<file path="src/rtl/instr_reg_24.sv">
// Instruction register for the SUBLEQ datapath: captures a 24-bit word on EN
// and holds it for the rest of the instruction cycle.
// The held word is also presented as the A, B and C operand fields.
module instr_reg_24 #(
  parameter int unsigned       WIDTH   = 24,
  parameter int unsigned       FIELD_W = 8,
  parameter logic [WIDTH-1:0]  RST_VAL = '0
) (
  input  logic               CLK,
  input  logic               RST,
  input  logic [WIDTH-1:0]   instr_in,
  input  logic               EN,
  output logic [WIDTH-1:0]   instr_out,
  output logic [FIELD_W-1:0] field_a,
  output logic [FIELD_W-1:0] field_b,
  output logic [FIELD_W-1:0] field_c,
  output logic               loaded
);

  logic [WIDTH-1:0] instr_q;
  logic [WIDTH-1:0] instr_d;
  logic             loaded_q;
  logic             loaded_d;

  // Reset has priority over a load strobe in the same cycle.
  always_comb begin
    instr_d  = instr_q;
    loaded_d = loaded_q;
    if (RST) begin
      instr_d  = RST_VAL;
      loaded_d = 1'b0;
    end else if (EN) begin
      instr_d  = instr_in;
      loaded_d = 1'b1;
    end
  end

  always_ff @(posedge CLK) begin
    instr_q  <= instr_d;
    loaded_q <= loaded_d;
  end

  assign instr_out = instr_q;
  assign loaded    = loaded_q;

  // A occupies the top field, C (branch target) the bottom one.
  assign field_a = instr_q[WIDTH-1 -: FIELD_W];
  assign field_b = instr_q[WIDTH-1-FIELD_W -: FIELD_W];
  assign field_c = instr_q[FIELD_W-1:0];

endmodule

</file>
<file path="config.mk">
export PLATFORM = sky130hd
export DESIGN_NAME = instr_reg_24
export DESIGN_NICKNAME = d
export VERILOG_FILES = /design/src/rtl/instr_reg_24.sv
export SDC_FILE = /design/constraint.sdc
export NUM_CORES = 1
export LEC_CHECK = 0
export ABC_AREA = 0
export CAP_MARGIN = 20
export CORE_MARGIN = 1.5
export CORE_UTILIZATION = 35
export CTS_BUF_LIST = sky130_fd_sc_hd__clkbuf_2
export CTS_CLUSTER_SIZE = 25
export DETAILED_ROUTE_END_ITERATION = 16
export DONT_BUFFER_PORTS = 1
export SLEW_MARGIN = 20
export SYNTH_ARGS = -nofsm -noshare
export SYNTH_HDL_FRONTEND = slang
export SYNTH_SLANG_ARGS = --single-unit
</file>
<file path="constraint.sdc">
create_clock -name CLK -period 1.25 [get_ports CLK]
set_clock_uncertainty 0.1 [all_clocks]
set_input_delay 0.125 -clock CLK [delete_from_list [all_inputs] [get_ports CLK]]
set_output_delay 0.125 -clock CLK [all_outputs]
set_load 0.01 [all_outputs]
</file>
==> out/metrics.yaml, run 1 <==
yosysMostFrequentCell: "nor2_1"
design_area_um2: 1176
rows: 20
yosys.area_share.xor_xnor: 0
path_max_fanout: 2
worst_hold_slack_ns: -0.1570
grt_first_pass_wirelength_um: 2925
power.density_nw_per_um2: 1187
seqCellArea_um2: 504.2
p_leak_nw: 0.5322
syn-num-nets: 132
slew_headroom: 0.4253
r2r_cells: 3
synth_compound_area_frac: 0
fp.dieW_um: 58.64
fmax_mhz: 791.6
multi_input_area_um2: 347.8
hold_class: "in2reg"
route.detailed.drc: 0
status: "complete, but fails checks"
clk_pin_slew_ns: 0.21
synth_edf_count: 0
yosysTopAreaCell: "dfxtp_1"
drt_pass1_iterations: 2
fin_tns_setup_ns: -0.01323
io_pins: 76
stdcell_count: 138
nets: 133
hold_depth: 2
grt_max_degree: 26
critPathKind: "reg2reg"
routabilityCongestion: 0.5502
synth-simple-area-share: 0.09007
start_kind: "register"
finalMaxSlewViolations: 0
syn2layout_area_growth_pct: 8.545
synth_top_family_by_area: "buffers and inverters"
grt_setup_unrepaired: "true"
clock_latency_ns: 0.32
vias: 666
synth_cells: 105
maxCapViolCount: 0
peakVddDrop_uv: 384.7
synth_warnings: 0
cp_data_arrival_time_ns: 1.40
critical_path_required_ns: 1.39
cts.sinks: 25
yosysSeqAreaShare: 0.4619
wirelength_um: 1940
synth_commonest_cells: "nor2_1, dfxtp_1, buf_4, mux2i_1"
drive_above_1_share: 0.06667
die_area_um2: 3439
dpl.cell_count: 108
grt-ovfl-total: 0
yosysUniqueCellTypes: 8
clockRootBuffer: "clkbuf_2"
grt_pass1_vias: 744
synth_flop_cell: "dfxtp_1"
core_um2: 3003
violations: "negative hold slack, negative setup slack"
die_h_um: 58.64
async_flop_share: 0
vias_per_cell: 4.826
max_slew.worst_pin.slew_ns: 0.8621
cts_tree: "done"
numCtsBuffers: 3
pre_cts_slack_ns: 0.4263
drtAntennaViolNets: 0
antenna_found_initial: 0
synth_top_area_share: 0.4619
synth_mux_area_frac: 0.2217
clk_path_buf_depth: 2
htreeDepth: 1
synth_fa_ha_area_frac: 0
io_buffers: 0
syn_area_um2: 1084
synthTopCellsByArea: "dfxtp_1, mux2i_1, buf_4"
period_share: 1.011
grt_use_total: 0.1141
start_util: 0.3608
hold_viol_final: 24
wl_per_cell_um: 14.06
fin_ws_ns: -0.01323
synth_seq_cells: 25
end_kind: "register"
cts_setup_buffers: 0
placement.cell_area_um2: 879.6
avgSynthCellArea_um2: 10.32
hold_buffers: 26
finalSetupViolCount: 1
fillerInstances: 299
antenna_cells: 0
drt_iter0_drc: 8
min_period_ns: 1.263
[sequential cells by signal, indices dropped and copies added (netlist names)]
register,flops
instr_out,24
loaded,1
[where the power goes]
group          internal [mW]  total, mW  switching, mW  leakage [nW]
Clock                 0.0846      0.305          0.220        0.0166
Combinational          0.104      0.155         0.0512         0.308
Sequential             0.846      0.937         0.0906         0.207
Total                   1.03       1.40          0.362         0.532
[final cells by class]
class / count / area share
tap: 33 / 0.03511
clock buffer: 4 / 0.01702
timing repair buffer: 26 / 0.2234
multi-input combinational: 50 / 0.2957
sequential: 25 / 0.4287
[worst max-delay path, stage by stage (launching register included)]
cell           delay [ns]
dfxtp_4              0.41
nor2_4               0.08
nor2_2               0.04
dlygate4sd3_1        0.55
[stage by stage]
stage	utilization	power [mW]
2_1_floorplan	-	1.112
6_report	0.3917	1.397
3_3_place_gp	0.2929	1.019
5_1_grt	0.3917	1.472
3_5_place_dp	0.2929	1.025
4_1_cts	0.3863	1.419
[cells by family (layout without fill, tap and decap cells)]
group / after synthesis / in the layout
flip-flops: 25 / 25
AND/OR/NAND/NOR: 26 / 26
multiplexers: 24 / 24
buffers and inverters: 30 / 30
[placed cells by master (no fill, tap or decap), drive strengths merged]
cell type,Yosys,routed
nor2,26,26
dfxtp,25,25
dlymetal6s4s,0,1
dlygate4sd3,0,25
mux2i,24,24
clkbuf,1,4
[worst paths after layout]
kind | from | to | slack [ns]
worst max-delay path | loaded | loaded | -0.01
worst min-delay path | EN | instr_out[8] | -0.16
worst max register to register | loaded | loaded | -0.01
worst min register to register | instr_out[11] | instr_out[11] | 0.53
[metal layers]
layer,up-vias,global-route usage,wire length [µm]
met4,0,0.04221,0
met1,311,0.09537,712
li1,310,-,-
met2,45,0.2408,1061
met5,-,0,0
met3,0,0.03516,166
[what timing repair did]
| item | 4_1_cts | 5_1_grt |
|---|---|---|
| hold endpoints to repair | 25 | 24 |
| gates resized for setup | 0 | 6 |
| setup endpoints to repair | 0 | 23 |
Power figures use the tool's default switching activity.
==> run 2, diff against run 1 <==
- DONT_BUFFER_PORTS: 1 -> unset
- PLACE_DENSITY: unset -> 0.8
- TNS_END_PERCENT: unset -> 1
==> run 2 against run 1 <==
Against the previous run:
- the run now ends clean
- register-to-register slack improved by 0.51 ns
- cell count up 37%
- non-clock buffer count up 51
- count of clock-buffer cells in the layout unchanged
- global-route usage up 2.2 points
- combinational power grew 130%
- largest power group unchanged
- sequential cell count unchanged
==> out/metrics.yaml, run 2 (synthesis gave the netlist of run 1 again) <==
status: "finished clean"
finalMaxSlewViolations: 0  # unchanged
period_share: 0.9543  # -0.05632
power.density_nw_per_um2: 973.3  # -18%
start_util: 0.3608  # unchanged
drtAntennaViolNets: 0  # unchanged
grt_max_degree: 26  # unchanged
grt_pass1_vias: 813  # +9.3%
peakVddDrop_uv: 392.9  # +2.1%
slew_headroom: 0.8525  # +0.4272
path_max_fanout: 3  # +1
die_area_um2: 3439  # unchanged
dpl.hpwl_um: 1834
cp_data_arrival_time_ns: 0.97  # -0.43 ns
crit_buf_inv: 1  # unchanged
r2r_cells: 2  # -1
wl_per_cell_um: 12.58  # -11%
critical_path_required_ns: 1.02  # -0.37 ns
pre_cts_slack_ns: -0.1239  # -0.5502 ns
cts.sinks: 25  # unchanged
end_kind: "output port"
placement.cell_area_um2: 1670  # +90%
route.detailed.drc: 0  # unchanged
clk_path_buf_depth: 2  # unchanged
p_leak_nw: 0.7830  # +47%
core_um2: 3003  # unchanged
cp.depth: 1  # -2
clk_pin_slew_ns: 0.22  # about the same
max_slew.worst_pin.slew_ns: 0.2212  # -0.6409 ns
final_common_cell: "clkbuf_2"
antenna_cells: 0  # unchanged
wirelength_um: 2377  # +23%
grt_first_pass_wirelength_um: 3636  # +24%
fin_util: 0.5333  # +0.1417
largest_register_ff_count: 24  # unchanged
hold_buffers: 0  # -100%
hold_depth: 3  # +1
maxCapViolCount: 0  # unchanged
design_area_um2: 1602  # +36%
cts_setup_buffers: 0  # unchanged
dpl.cell_count: 185  # +71%
io_pins: 76  # unchanged
fp.dieW_um: 58.64  # unchanged
critical-path-top-delay-family: "flip-flops"
cts_tree: "done"
finalSetupViolCount: 0  # -1
grt_use_total: 0.1359  # +0.02186
io_buffers: 75  # +75
numCtsBuffers: 3  # unchanged
drive_above_1_share: 0.3526  # +0.2859
power.total_mw: 1.559  # +12%
htreeDepth: 1  # unchanged
mostFrequentLayoutCells: "clkbuf_2, nor2_1, clkdlybuf4s50_1"
syn2layout_area_growth_pct: 47.81
fin_ws_ns: 0.05717  # +0.07041 ns
start_kind: "register"
fmax_mhz: 838.3  # +5.9%
rows: 20  # unchanged
max_stage_delay_ns: 0.37  # -0.18 ns
grt_setup_unrepaired: "true"
min_period_ns: 1.193  # -0.07041 ns
vias: 846  # +27%
drt_pass1_iterations: 2  # unchanged
grt-ovfl-total: 0  # unchanged
hold_class: "in2reg"
vias_per_cell: 4.476  # -7.3%
crit_chain: "dlygate4sd2_1"
stdcell_count: 189  # +37%
clockRootBuffer: "clkbuf_2"
nets: 184  # +38%
antenna_found_initial: 0  # unchanged
cp_slowest_cell: "dfxtp_2"
critPathKind: "reg2out"
hold_viol_final: 0  # -100%
clock_latency_ns: 0.32  # about the same
routabilityCongestion: 0.6267  # +14%
die_h_um: 58.64  # unchanged
drt_iter0_drc: 11  # +3
[run 2: timing repair]
| action | CTS | global route |
|---|---|---|
| resized for setup | 75 | 69 |
| endpoints found under the setup margin | 49 | 49 |
| cloned | 0 | 0 |
[run 2: final cells by class]
type | count | area (µm²)
fill | 291 | 1401
clock buffer | 4 | 20.02
tap | 33 | 41.29
sequential | 25 | 531.8
timing repair buffer | 77 | 670.6
multi-input combinational | 50 | 337.8
[run 2: worst register-to-register path, delay by kind of cell, from the launching register on]
family           cells  cell delay (ns)
and+or+nand+nor      1             0.06
muxes                1             0.14
DFF                  1             0.38
[run 2: power by group]
group | leakage (nW) | internal (mW) | switching (mW)
registers | 0.215 | 0.856 | 0.0329
clock network | 0.0166 | 0.0846 | 0.226
logic | 0.551 | 0.210 | 0.150
[run 2: stage by stage]
step | hold slack [ns] | TNS [ns]
6_report | 0.2764 | 0
5_1_grt | 0.2317 | -0.1500
4_1_cts | 0.2482 | -0.2391
3_5_place_dp | 0.3548 | -2.259
3_3_place_gp | 0.3458 | -1.448
2_1_floorplan | 0.1722 | 0
[run 2: final timing paths]
check,from,to,slack (ns)
max,instr_out[3],instr_out[3],0.06
min,instr_in[3],instr_out[3],0.28
max reg2reg,instr_out[13],instr_out[13],0.50
min reg2reg,loaded,loaded,0.38
[run 2: routing by layer]
layer,vias to the layer above,track usage,part of all wire
li1,415,-,-
met1,386,0.1399,0.39
met2,45,0.2665,0.51
met3,0,0.04176,0.10
met4,0,0.02922,0
met5,-,0,0
==> run 3, diff against run 2 <==
- HOLD_SLACK_MARGIN: unset -> 0.06
- TNS_END_PERCENT: 1 -> unset
==> run 3 against run 2 <==
Against the previous run:
- design area increased by 6.8%
- combinational power increased by 16%
- total power rose by 4.3%
- non-clock buffer count increased by 13
- global-route usage up 1.4 points
- maximum frequency is 1.0% lower
- cell count up 6.9%
- critical path type unchanged
- critical endpoint unchanged
- highest routed layer unchanged
==> out/metrics.yaml, run 3 (synthesis gave the netlist of run 1 again) <==
slew_headroom: 0.8444  # -0.008103
wl_per_cell_um: 12.89  # +2.5%
crit_buf_inv: 1  # unchanged
drive_above_1_share: 0.4675  # +0.1149
grt_use_total: 0.1502  # +0.01426
fmax_mhz: 829.7  # -1.0%
grt.met2_usage: 0.3002  # +0.03371
cts.sinks: 25  # unchanged
crit_chain: "dlygate4sd2_1"
die_h_um: 58.64  # unchanged
vias_per_cell: 4.426  # -1.1%
stdcell_count: 202  # +6.9%
min_period_ns: 1.205  # +0.01246 ns
drtAntennaViolNets: 0  # unchanged
grt_util_met3: 0.03516  # -0.006593
clockRootBuffer: "clkbuf_2"
cts_tree: "done"
p_sw_frac: 0.2680  # +0.005649
p_leak_nw: 0.8565  # +9.4%
wirelength_um: 2603  # +9.5%
path_max_fanout: 3  # unchanged
start_kind: "register"
placement.cell_area_um2: 1670  # unchanged
end_kind: "output port"
dpl.cell_count: 185  # unchanged
rows: 20  # unchanged
intPower_mw: 1.191  # +3.5%
numCtsBuffers: 3  # unchanged
critical_path_required_ns: 1.02  # about the same
grt_first_pass_wirelength_um: 4002  # +10%
syn2layout_area_growth_pct: 57.85
core_um2: 3003  # unchanged
busiest_layer: "met2"
hold_class: "in2reg"
grt_pass1_vias: 896  # +10%
power.total_mw: 1.626  # +4.3%
max_slew.worst_pin.slew_ns: 0.2333  # +0.01215 ns
clkPwrFrac: 0.199  # about the same
finalSetupViolCount: 0  # unchanged
critical-path-top-delay-family: "flip-flops"
max_stage_delay_ns: 0.37  # about the same
routabilityCongestion: 0.6267  # unchanged
drt_pass1_iterations: 3  # +1
clk_path_buf_depth: 2  # unchanged
hold_viol_final: 0  # unchanged
dpl.hpwl_um: 1834  # unchanged
r2r_start: "instr_out[5]"
grt_max_degree: 26  # unchanged
cp_data_arrival_time_ns: 0.98  # about the same
maxCapViolCount: 0  # unchanged
power.density_nw_per_um2: 950.9  # -2.3%
nets: 197  # +7.1%
p_seq_frac: 0.545  # -0.025
io_buffers: 75  # unchanged
design_area_um2: 1710  # +6.8%
antenna_found_initial: 0  # unchanged
start_util: 0.3608  # unchanged
largest_register_ff_count: 24  # unchanged
period_share: 0.9642  # +0.009965
grt_setup_unrepaired: "true"
hp-start: "instr_in[3]"
route.detailed.drc: 0  # unchanged
peakVddDrop_uv: 393.9  # +0.27%
io_pins: 76  # unchanged
htreeDepth: 1  # unchanged
power.switching_uw: 435.9  # +6.6%
combPwrFrac: 0.256  # +0.025
antenna_cells: 0  # unchanged
finalMaxSlewViolations: 0  # unchanged
clk_pin_slew_ns: 0.23  # about the same
status: "finished clean"
cp-startpoint: "instr_out[3]"
grtUsageMet1: 0.1578  # +0.01788
critPathKind: "reg2out"
die_area_um2: 3439  # unchanged
mostFrequentLayoutCells: "nor2_1, clkdlybuf4s50_1, dfxtp_2"
fp.dieW_um: 58.64  # unchanged
drt_iter0_drc: 15  # +4
grt-ovfl-total: 0  # unchanged
cp_slowest_cell: "dfxtp_2"
clock_latency_ns: 0.33  # about the same
vias: 894  # +5.7%
[run 3: changes by cell type in the layout (fill, tap and decap cells not counted), sizes merged]
cell	delta
buf	+29
clkbuf	-5
clkdlybuf4s15	-10
dlymetal6s2s	-1
[run 3: worst paths after layout]
check        slack (ns)           end  cells after the start
min reg2reg        0.38        loaded                      2
max reg2reg        0.39  instr_out[5]                      3
max                0.04  instr_out[3]                      1
min                0.26  instr_out[3]                      3
[run 3: layout make-up]
type,instances,area [µm²]
fillers,291,1292
repair buffers,90,779.5
flip-flops and latches,25,531.8
multi-input cells,50,337.8
well taps,33,41.29
clock buffers,4,20.02
[run 3: power groups by stage]
stage	Clock [mW]	Sequential [mW]	Combinational, mW
finish	0.324	0.886	0.416
global route	0.381	0.894	0.446
CTS	0.335	0.878	0.417
detailed placement	0	0.897	0.430
global placement	0	0.894	0.421
floorplan	0	0.917	0.195
[run 3: timing repair]
item | in CTS | in global routing
endpoints found under the hold margin | 0 | 0
cloned | 0 | 0
resized for setup | 122 | 63
buffers inserted | 18 | 1
setup endpoints to repair | 49 | 43
pin swaps | 0 | 0
hold buffers | 0 | 0
[run 3: per-stage QoR]
| stage | hold slack, ns | setup WS (ns) | setup TNS, ns | util |
|---|---|---|---|---|
| after floorplan | 0.1722 | 0.4233 | 0 | - |
| after global placement | 0.3458 | -0.06551 | -1.448 | 0.5563 |
| after detailed placement | 0.3548 | -0.1239 | -2.259 | 0.5563 |
| after CTS | 0.2482 | -0.06392 | -0.06392 | 0.5779 |
| after global routing | 0.2270 | -0.04381 | -0.09371 | 0.5696 |
| final | 0.2647 | 0.04472 | 0 | 0.5696 |
[run 3: layer usage]
metal	vias up	wire length, µm
li1	440	-
met3	0	236
met1	409	1001
met2	45	1365
met5	-	0
met4	0	0
